<file path="src/rtl/mips_cpu_register_file_mp.sv">
// Multi-read-port register file with optional write bypass, a pending-result
// scoreboard and a sequenced clear engine that zeroes one register per cycle.

module mips_cpu_register_file_mp_rd_port #(
  parameter int DATA_W   = 32,
  parameter int ADDR_W   = 5,
  parameter int ZERO_REG = 1,
  parameter int BYPASS   = 1
) (
  input  logic [ADDR_W-1:0] raddr_i,
  input  logic [DATA_W-1:0] stored_i,
  input  logic              pend_i,
  input  logic              wr_ok_i,
  input  logic [ADDR_W-1:0] waddr_i,
  input  logic [DATA_W-1:0] wdata_i,
  output logic [DATA_W-1:0] rdata_o,
  output logic              rpend_o
);
  logic hit, zero;

  // wr_ok_i already folds in FSM idle and zero-register suppression
  assign hit  = (BYPASS != 0) && wr_ok_i && (waddr_i == raddr_i);
  assign zero = (ZERO_REG != 0) && (raddr_i == '0);

  assign rdata_o = zero ? '0 : (hit ? wdata_i : stored_i);
  assign rpend_o = pend_i & ~hit & ~zero;
endmodule

module mips_cpu_register_file_mp #(
  parameter int DATA_W    = 32,
  parameter int ADDR_W    = 5,
  parameter int NUM_RD    = 2,
  parameter int ZERO_REG  = 1,
  parameter int BYPASS    = 1,
  parameter int DEBUG_REG = 2
) (
  input  logic                     clk,
  input  logic                     reset_n,
  input  logic                     we,
  input  logic [ADDR_W-1:0]        waddr,
  input  logic [DATA_W-1:0]        wdata,
  input  logic [NUM_RD*ADDR_W-1:0] raddr,
  output logic [NUM_RD*DATA_W-1:0] rdata,
  output logic [NUM_RD-1:0]        rpend,
  input  logic                     pend_set,
  input  logic [ADDR_W-1:0]        pend_addr,
  input  logic                     clear_req,
  output logic                     clear_busy,
  output logic                     clear_done,
  output logic [DATA_W-1:0]        dbg_data
);
  localparam int DEPTH = 2**ADDR_W;
  localparam logic [1:0] S_IDLE  = 2'd0;
  localparam logic [1:0] S_CLEAR = 2'd1;
  localparam logic [1:0] S_DONE  = 2'd2;
  localparam logic [ADDR_W:0] LAST = (ADDR_W+1)'(DEPTH-1);

  logic [1:0]        state_q, state_d;
  logic [ADDR_W:0]   cnt_q, cnt_d;
  logic [DATA_W-1:0] regs_q [DEPTH];
  logic [DEPTH-1:0]  pend_q, pend_d;
  logic              idle, wr_ok, set_ok;
  logic [ADDR_W-1:0] cidx;

  assign idle   = (state_q == S_IDLE);
  assign wr_ok  = we & idle & ~((ZERO_REG != 0) && (waddr == '0));
  assign set_ok = pend_set & idle & ~((ZERO_REG != 0) && (pend_addr == '0));
  assign cidx   = cnt_q[ADDR_W-1:0];

  always_comb begin
    state_d = state_q;
    cnt_d   = cnt_q;
    case (state_q)
      S_IDLE: if (clear_req) begin
        state_d = S_CLEAR;
        cnt_d   = '0;
      end
      S_CLEAR: begin
        cnt_d = cnt_q + 1'b1;
        if (cnt_q == LAST) state_d = S_DONE;
      end
      S_DONE:  state_d = S_IDLE;
      default: state_d = S_IDLE;
    endcase
  end

  // A new pend_set overrides the clear from a same-cycle write to that index
  always_comb begin
    pend_d = pend_q;
    if (state_q == S_CLEAR) begin
      pend_d[cidx] = 1'b0;
    end else begin
      if (wr_ok)  pend_d[waddr]     = 1'b0;
      if (set_ok) pend_d[pend_addr] = 1'b1;
    end
  end

  always_ff @(posedge clk or negedge reset_n) begin
    if (!reset_n) begin
      state_q <= S_IDLE;
      cnt_q   <= '0;
      pend_q  <= '0;
    end else begin
      state_q <= state_d;
      cnt_q   <= cnt_d;
      pend_q  <= pend_d;
    end
  end

  always_ff @(posedge clk or negedge reset_n) begin
    if (!reset_n) begin
      for (int i = 0; i < DEPTH; i++) regs_q[i] <= '0;
    end else if (state_q == S_CLEAR) begin
      regs_q[cidx] <= '0;
    end else if (wr_ok) begin
      regs_q[waddr] <= wdata;
    end
  end

  for (genvar k = 0; k < NUM_RD; k++) begin : g_rd
    logic [ADDR_W-1:0] ra;
    assign ra = raddr[k*ADDR_W +: ADDR_W];
    mips_cpu_register_file_mp_rd_port #(
      .DATA_W(DATA_W), .ADDR_W(ADDR_W), .ZERO_REG(ZERO_REG), .BYPASS(BYPASS)
    ) u_rd (
      .raddr_i (ra),
      .stored_i(regs_q[ra]),
      .pend_i  (pend_q[ra]),
      .wr_ok_i (wr_ok),
      .waddr_i (waddr),
      .wdata_i (wdata),
      .rdata_o (rdata[k*DATA_W +: DATA_W]),
      .rpend_o (rpend[k])
    );
  end

  assign clear_busy = (state_q != S_IDLE);
  assign clear_done = (state_q == S_DONE);
  assign dbg_data   = regs_q[ADDR_W'(DEBUG_REG)];
endmodule
</file>
<file path="config.mk">
export PLATFORM = sky130hd
export DESIGN_NAME = mips_cpu_register_file_mp
export DESIGN_NICKNAME = d
export VERILOG_FILES = /design/src/rtl/mips_cpu_register_file_mp.sv
export SDC_FILE = /design/constraint.sdc
export NUM_CORES = 2
export LEC_CHECK = 0
export ABC_CLOCK_PERIOD_IN_PS = 2670
export BUFFER_PORTS_ARGS = -buffer_cell sky130_fd_sc_hd__buf_2
export CAP_MARGIN = 20
export CORE_MARGIN = 5
export CORE_UTILIZATION = 35
export CTS_BUF_LIST = sky130_fd_sc_hd__clkbuf_16
export DETAILED_ROUTE_END_ITERATION = 8
export SLEW_MARGIN = 10
export SYNTH_ARGS = -nofsm -noshare
export SYNTH_HDL_FRONTEND = slang
export SYNTH_SLANG_ARGS = --single-unit
</file>
<file path="constraint.sdc">
create_clock -name clk -period 2.67 [get_ports clk]
set_input_delay 0.267 -clock clk [delete_from_list [all_inputs] [get_ports clk]]
set_output_delay 0.267 -clock clk [all_outputs]
set_load 0.01 [all_outputs]
</file>
### Word-level counts from Yosys, hierarchy flattened

Cells that the tools add are included.
Widths: inputs -> output; s select.

* ROM bits: 0
* word-level logic and storage cells: 135
* bits in latches: 0
* output and inout port bits: 100
* bits in writable memories: 0
* memories: 0
* bits in registers: 1064

* bitwise logic cells: 25
* equality and inequality tests: 7
* add/sub/neg operators: 1
* multiplexer cells: 36
* multipliers: 0
* shifts and indexed selects: 0
* reduce and logical (&&, ||, !) cells: 17
* divide/modulo/power cells: 0
* $lt $le $gt $ge: 14

Operators with widths (count)
* $mux 1024: 2
* $and 1024x1024->1024: 1
* $bwmux 1024: 1
* $not 1024->1024: 1
* $mux 32: 14
* $bmux 32 s5: 2
* $demux 32 s5: 2
* $and 32x32->32: 2
* $not 32->32: 2
* $or 32x32->32: 1
* $lt 5x6->1 const B: 5
* $ge 6x6->1 const B: 4
* $not 5->6: 4
* $logic_not 5->1: 4
* $demux 1 s5: 3
* $ge 5x1->1 const B: 3
* $lt 6x1->1 const B: 2
* $pmux 6 s2: 1
* $bmux 1 s5: 2
* $eq 5x5->1: 2
* $and 1x1->1: 8
* $logic_and 1x1->1: 7
* $add 6x1->6 const B: 1
* $eq 6x5->1 const B: 1
* other kinds (11): 25

### Depth between registers and ports, before layout

* depth after elaboration: 11
* gate-level depth with buffers: 10
* depth with buffers taken out: 6

### Cells and area by module

A second synthesis with hierarchy kept.

* cells, all modules: 5538
* area, all modules: 58040.7 µm²

Modules (own cells, without submodules)
* mips_cpu_register_file_mp: times used 1, sequential area each 26625.5 µm², cells an instance 5286, area each 56484.2 µm²
* mips_cpu_register_file_mp_rd_port: times used 2, sequential area each 0.0 µm², cells an instance 126, area each 778.2 µm²

### Least setup slack after synthesis

No wires, ideal clock.

* path type: input to output
* from: input port raddr[5]
* to: output port rdata[39]
* path slack: 158 ps
* data arrival time: 2245 ps
* stages: 9
* cells stage by stage: buf_2 -> clkbuf_1 -> buf_2 -> buf_2 -> mux2i_1 -> nand2_1 -> a311oi_1 -> a21oi_1 -> a221o_1

* word-level cells in the longest chain between the ends: 6
* elaborated cells between the ends (all ways): 9
* classes of those cells: eq/ne (1); mux (5); bitwise (1); reduce/logical (2)

Ends and longest elaborated chain
* from (decl): RTL line 42 `input logic [NUM_RD*ADDR_W-1:0] raddr,`
* $not 5->6 (not written as such): RTL line 127 `.stored_i(regs_q[ra]),`
* $bmux 32 s5: RTL line 127
* $mux 32 (not written as such) (2 in series): RTL line 127
* $mux 32: RTL line 25 `assign rdata_o = zero ? '0 : (hit ? wdata_i : stored_i);`
* $mux 32 *: RTL line 25
* to (decl): RTL line 43 `output logic [NUM_RD*DATA_W-1:0] rdata,`

Mark *: on every way between the ends. The rest lies on a longest branch, timed or not. The select of a mux whose other input is x is not followed.

### Worst setup path after layout

* from: register state_q[1]
* to: output port rdata[12]

* word-level cells in the longest chain between the ends: 6

Ends and longest elaborated chain
* from (decl): RTL line 58 `logic [1:0] state_q, state_d;`
* from (signal assigned): RTL line 104 `state_q <= state_d;`
* $logic_not 2->1: RTL line 65 `assign idle = (state_q == S_IDLE);`
* $and 1x1->1 (2 in series): RTL line 66 `assign wr_ok = we & idle & ~((ZERO_REG != 0) && (waddr == '0));`
* $logic_and 1x1->1: RTL line 22 `assign hit = (BYPASS != 0) && wr_ok_i && (waddr_i == raddr_i);`
* $mux 32 (2 in series): RTL line 25

Every way passes these cells.

==> flow_metrics.env <==
export IMPL_tritoncts="built"
export IMPL_start_kind="flop"
export IMPL_die_w_um=409
export IMPL_via_per_inst=7.01
export IMPL_multi_input_area_um2=28200
export IMPL_cp_num_buf_inv=5
export IMPL_vias=48400
export IMPL_grt_max_degree=88
export IMPL_ys_seq_area_frac=0.477
export IMPL_grt_ovfl_total=0
export IMPL_wl_per_cell_um=38.3
export IMPL_synth_edf_count=0
export IMPL_rsz0062_at_grt="true"
export IMPL_hold_class="in -> async"
export IMPL_critical_path_required_ns=2.40
export IMPL_maxSlewHeadroom=0.161
export IMPL_violations="setup timing"
export IMPL_drt_wl_total_mm=265
export IMPL_die_height_um=409
export IMPL_worst_clock_skew_ns=0.0439
export IMPL_cts_root_buf="clkbuf_16"
export IMPL_ys_warn_count=0
export IMPL_cp_arrival_ns=2.84
export IMPL_final_seq_area_um2=26600
export IMPL_grt_usage=0.306
export IMPL_synth_main_ff_cell="dfrtp_1"
export IMPL_synthesis_instances=4325
export IMPL_synth_distinct_cells=56
export IMPL_antenna_found_initial=17
export IMPL_whs_ns=0.0473
export IMPL_setup_violations=105
export IMPL_path_delay_family="buffers and inverters"
export IMPL_grt_pass1_vias=47800
export IMPL_cpPeakStageDelay_ns=0.43
export IMPL_nNetsFinal=4792
export IMPL_grt_first_pass_wirelength_mm=371
export IMPL_tns_ns=-23.22
export IMPL_cts_max_level=3
export IMPL_finalPower_mw=42.4
export IMPL_drt_iter0_markers=7634
export IMPL_clk_pin_slew_ns=0.07
export IMPL_period_needed_ns=3.11
export IMPL_first_pass_iters=8
export IMPL_async_flop_share=1.00
export IMPL_tightest_slew_ns=1.26
export IMPL_drive_gt1_frac=0.342
export IMPL_core_area_um2=158000
export IMPL_setup_ws_ns=-0.436
export IMPL_post_dp_hpwl_mm=176
export IMPL_fillCellCount=14100
export IMPL_cp_slowest_cell="dfrtp_1"
export IMPL_cts_sinks=1064
export IMPL_max_cap_violations=0
export IMPL_route_detailed_drc=0
export IMPL_powerDensity_nw_per_um2=607
export IMPL_run_status="finished with violations"
export IMPL_max_freq_mhz=322
export IMPL_crit_chain="nor3b_2 -> o21a_1 -> buf_6 -> nand4_1 -> buf_6 -> buf_4 -> o21ai_2 -> a21oi_2 -> buf_4 -> nor3_4 -> buf_2"
export IMPL_start_util=0.352
export IMPL_synthesis_area_um2=55800
export IMPL_clk_latency_ns=0.77
export IMPL_peakVddDrop_uv=612
export IMPL_yosys_register_bits=1064
export IMPL_numCtsBuffers=115
export IMPL_slew_viol_final=0
export IMPL_rows=146
export IMPL_gp_congestion=0.978
export IMPL_power_leakage_nw=31.3
export IMPL_worstSetupEndpointType="output pin"
export IMPL_area_growth_pct=25.1
export IMPL_hold_viol=0
export IMPL_io_buffers=156
export IMPL_die_area_um2=168000
export IMPL_crit_type="reg -> out"
export IMPL_cp_max_fo=4
export IMPL_period_share=1.16
export IMPL_syn_avg_cell_area_um2=12.9
export IMPL_cts_path_max_buffers=3
export IMPL_io_pins=157
export IMPL_syn_num_nets=4386
export IMPL_antenna_left=0
stage by stage:
stage / utilization / cell area, um^2 / std cells / setup slack [ns]
after floorplan: - / 55800 / 4325 / 0.158
after global placement: 0.402 / 63600 / 6603 / -0.366
after detailed placement: 0.402 / 63600 / 6603 / -0.360
after CTS: 0.434 / 68800 / 6872 / -0.455
after global routing: 0.441 / 69800 / 6903 / -0.522
final: 0.441 / 69800 / 6908 / -0.436
area by class of cell:
type,count,area share
clock buffers,116,0.0416
multi-input cells,2666,0.404
diodes,5,0.000179
flip-flops and latches,1064,0.381
inverters,12,0.000645
clock inverters,101,0.0160
well taps,2072,0.0371
repair buffers,872,0.119
cells by family after synthesis:
family / after synthesis / synth area share
fa+ha+maj: 4 / 0.000897
xor+xnor: 12 / 0.00188
flops: 1064 / 0.477
simple gates: 463 / 0.0418
compound gates: 1510 / 0.221
buf+inv: 595 / 0.0449
mux: 677 / 0.213
layout by cell type (no fill, tap or decap), drive strengths merged, types with 16 or more instances in the layout:
master / netlist / final
clkbuf: 379 / 118
and2: 56 / 56
nand3: 61 / 61
o22ai: 59 / 59
clkinv: 3 / 64
a221oi: 39 / 39
nand2: 116 / 116
nor3: 47 / 47
o21ai: 62 / 62
nor2: 91 / 91
bufinv: 0 / 23
a22o: 1032 / 1032
a211oi: 31 / 31
dfrtp: 1064 / 1064
a21oi: 97 / 97
a221o: 22 / 22
o2111ai: 21 / 21
mux4: 407 / 407
buf: 204 / 849
o211ai: 25 / 25
inv: 9 / 21
a22oi: 65 / 65
mux2i: 262 / 262
dlygate4sd3: 0 / 21
nor4: 16 / 16
nor2b: 40 / 40
worst paths after layout:
kind | cells after the start | start | slack [ns] | end
max reg2reg | 7 | state_q[1] | -0.08 | regs_q[429]
max in group asynchronous | 4 | reset_n | 1.60 | regs_q[796]
min | 2 | reset_n | 0.05 | regs_q[14]
min reg2reg | 1 | cnt_q[5] | 0.45 | state_q[1]
min in group clk | 2 | wdata[28] | 0.06 | regs_q[508]
max | 11 | state_q[1] | -0.44 | rdata[12]
sequential cells by signal, indices dropped and copies added, names as in the netlist:
name and count:
cnt_q 6, dbg_data 32, pend_q 32, regs_q 992, state_q 2
per-layer routing:
layer	GRT usage	share of wire
met5	0.000862	0.00061
met4	0.199	0.080
met3	0.108	0.14
met2	0.439	0.42
met1	0.391	0.36
cell usage after synthesis (59+ instances only):
| master | instances | area share |
|---|---|---|
| o21ai_0 | 62 | 0.0056 |
| mux4_2 | 407 | 0.16 |
| nand3_1 | 61 | 0.0055 |
| dfrtp_1 | 1064 | 0.48 |
| nand2_1 | 116 | 0.0078 |
| o22ai_1 | 59 | 0.0066 |
| mux2i_1 | 262 | 0.047 |
| buf_2 | 99 | 0.0089 |
| a22o_1 | 1032 | 0.16 |
| a22oi_1 | 65 | 0.0087 |
| nor2_1 | 91 | 0.0061 |
| a21oi_1 | 97 | 0.0087 |
| clkbuf_1 | 378 | 0.025 |
| buf_1 | 68 | 0.0046 |
power breakdown:
part           internal (mW)  switching, mW
combinational           2.75           5.20
clock                   10.1           7.32
sequential              16.6          0.402
total                   29.4           12.9
what timing repair did:
action | 4_1_cts | 5_1_grt
buffers inserted | 30 | 39
resized for setup | 142 | 140
endpoints found under the hold margin | 424 | 0
cloned | 2 | 2
setup endpoints to repair | 67 | 126
pin swaps | 44 | 51
hold buffers | 21 | 0
Power figures use the tool's default switching activity.
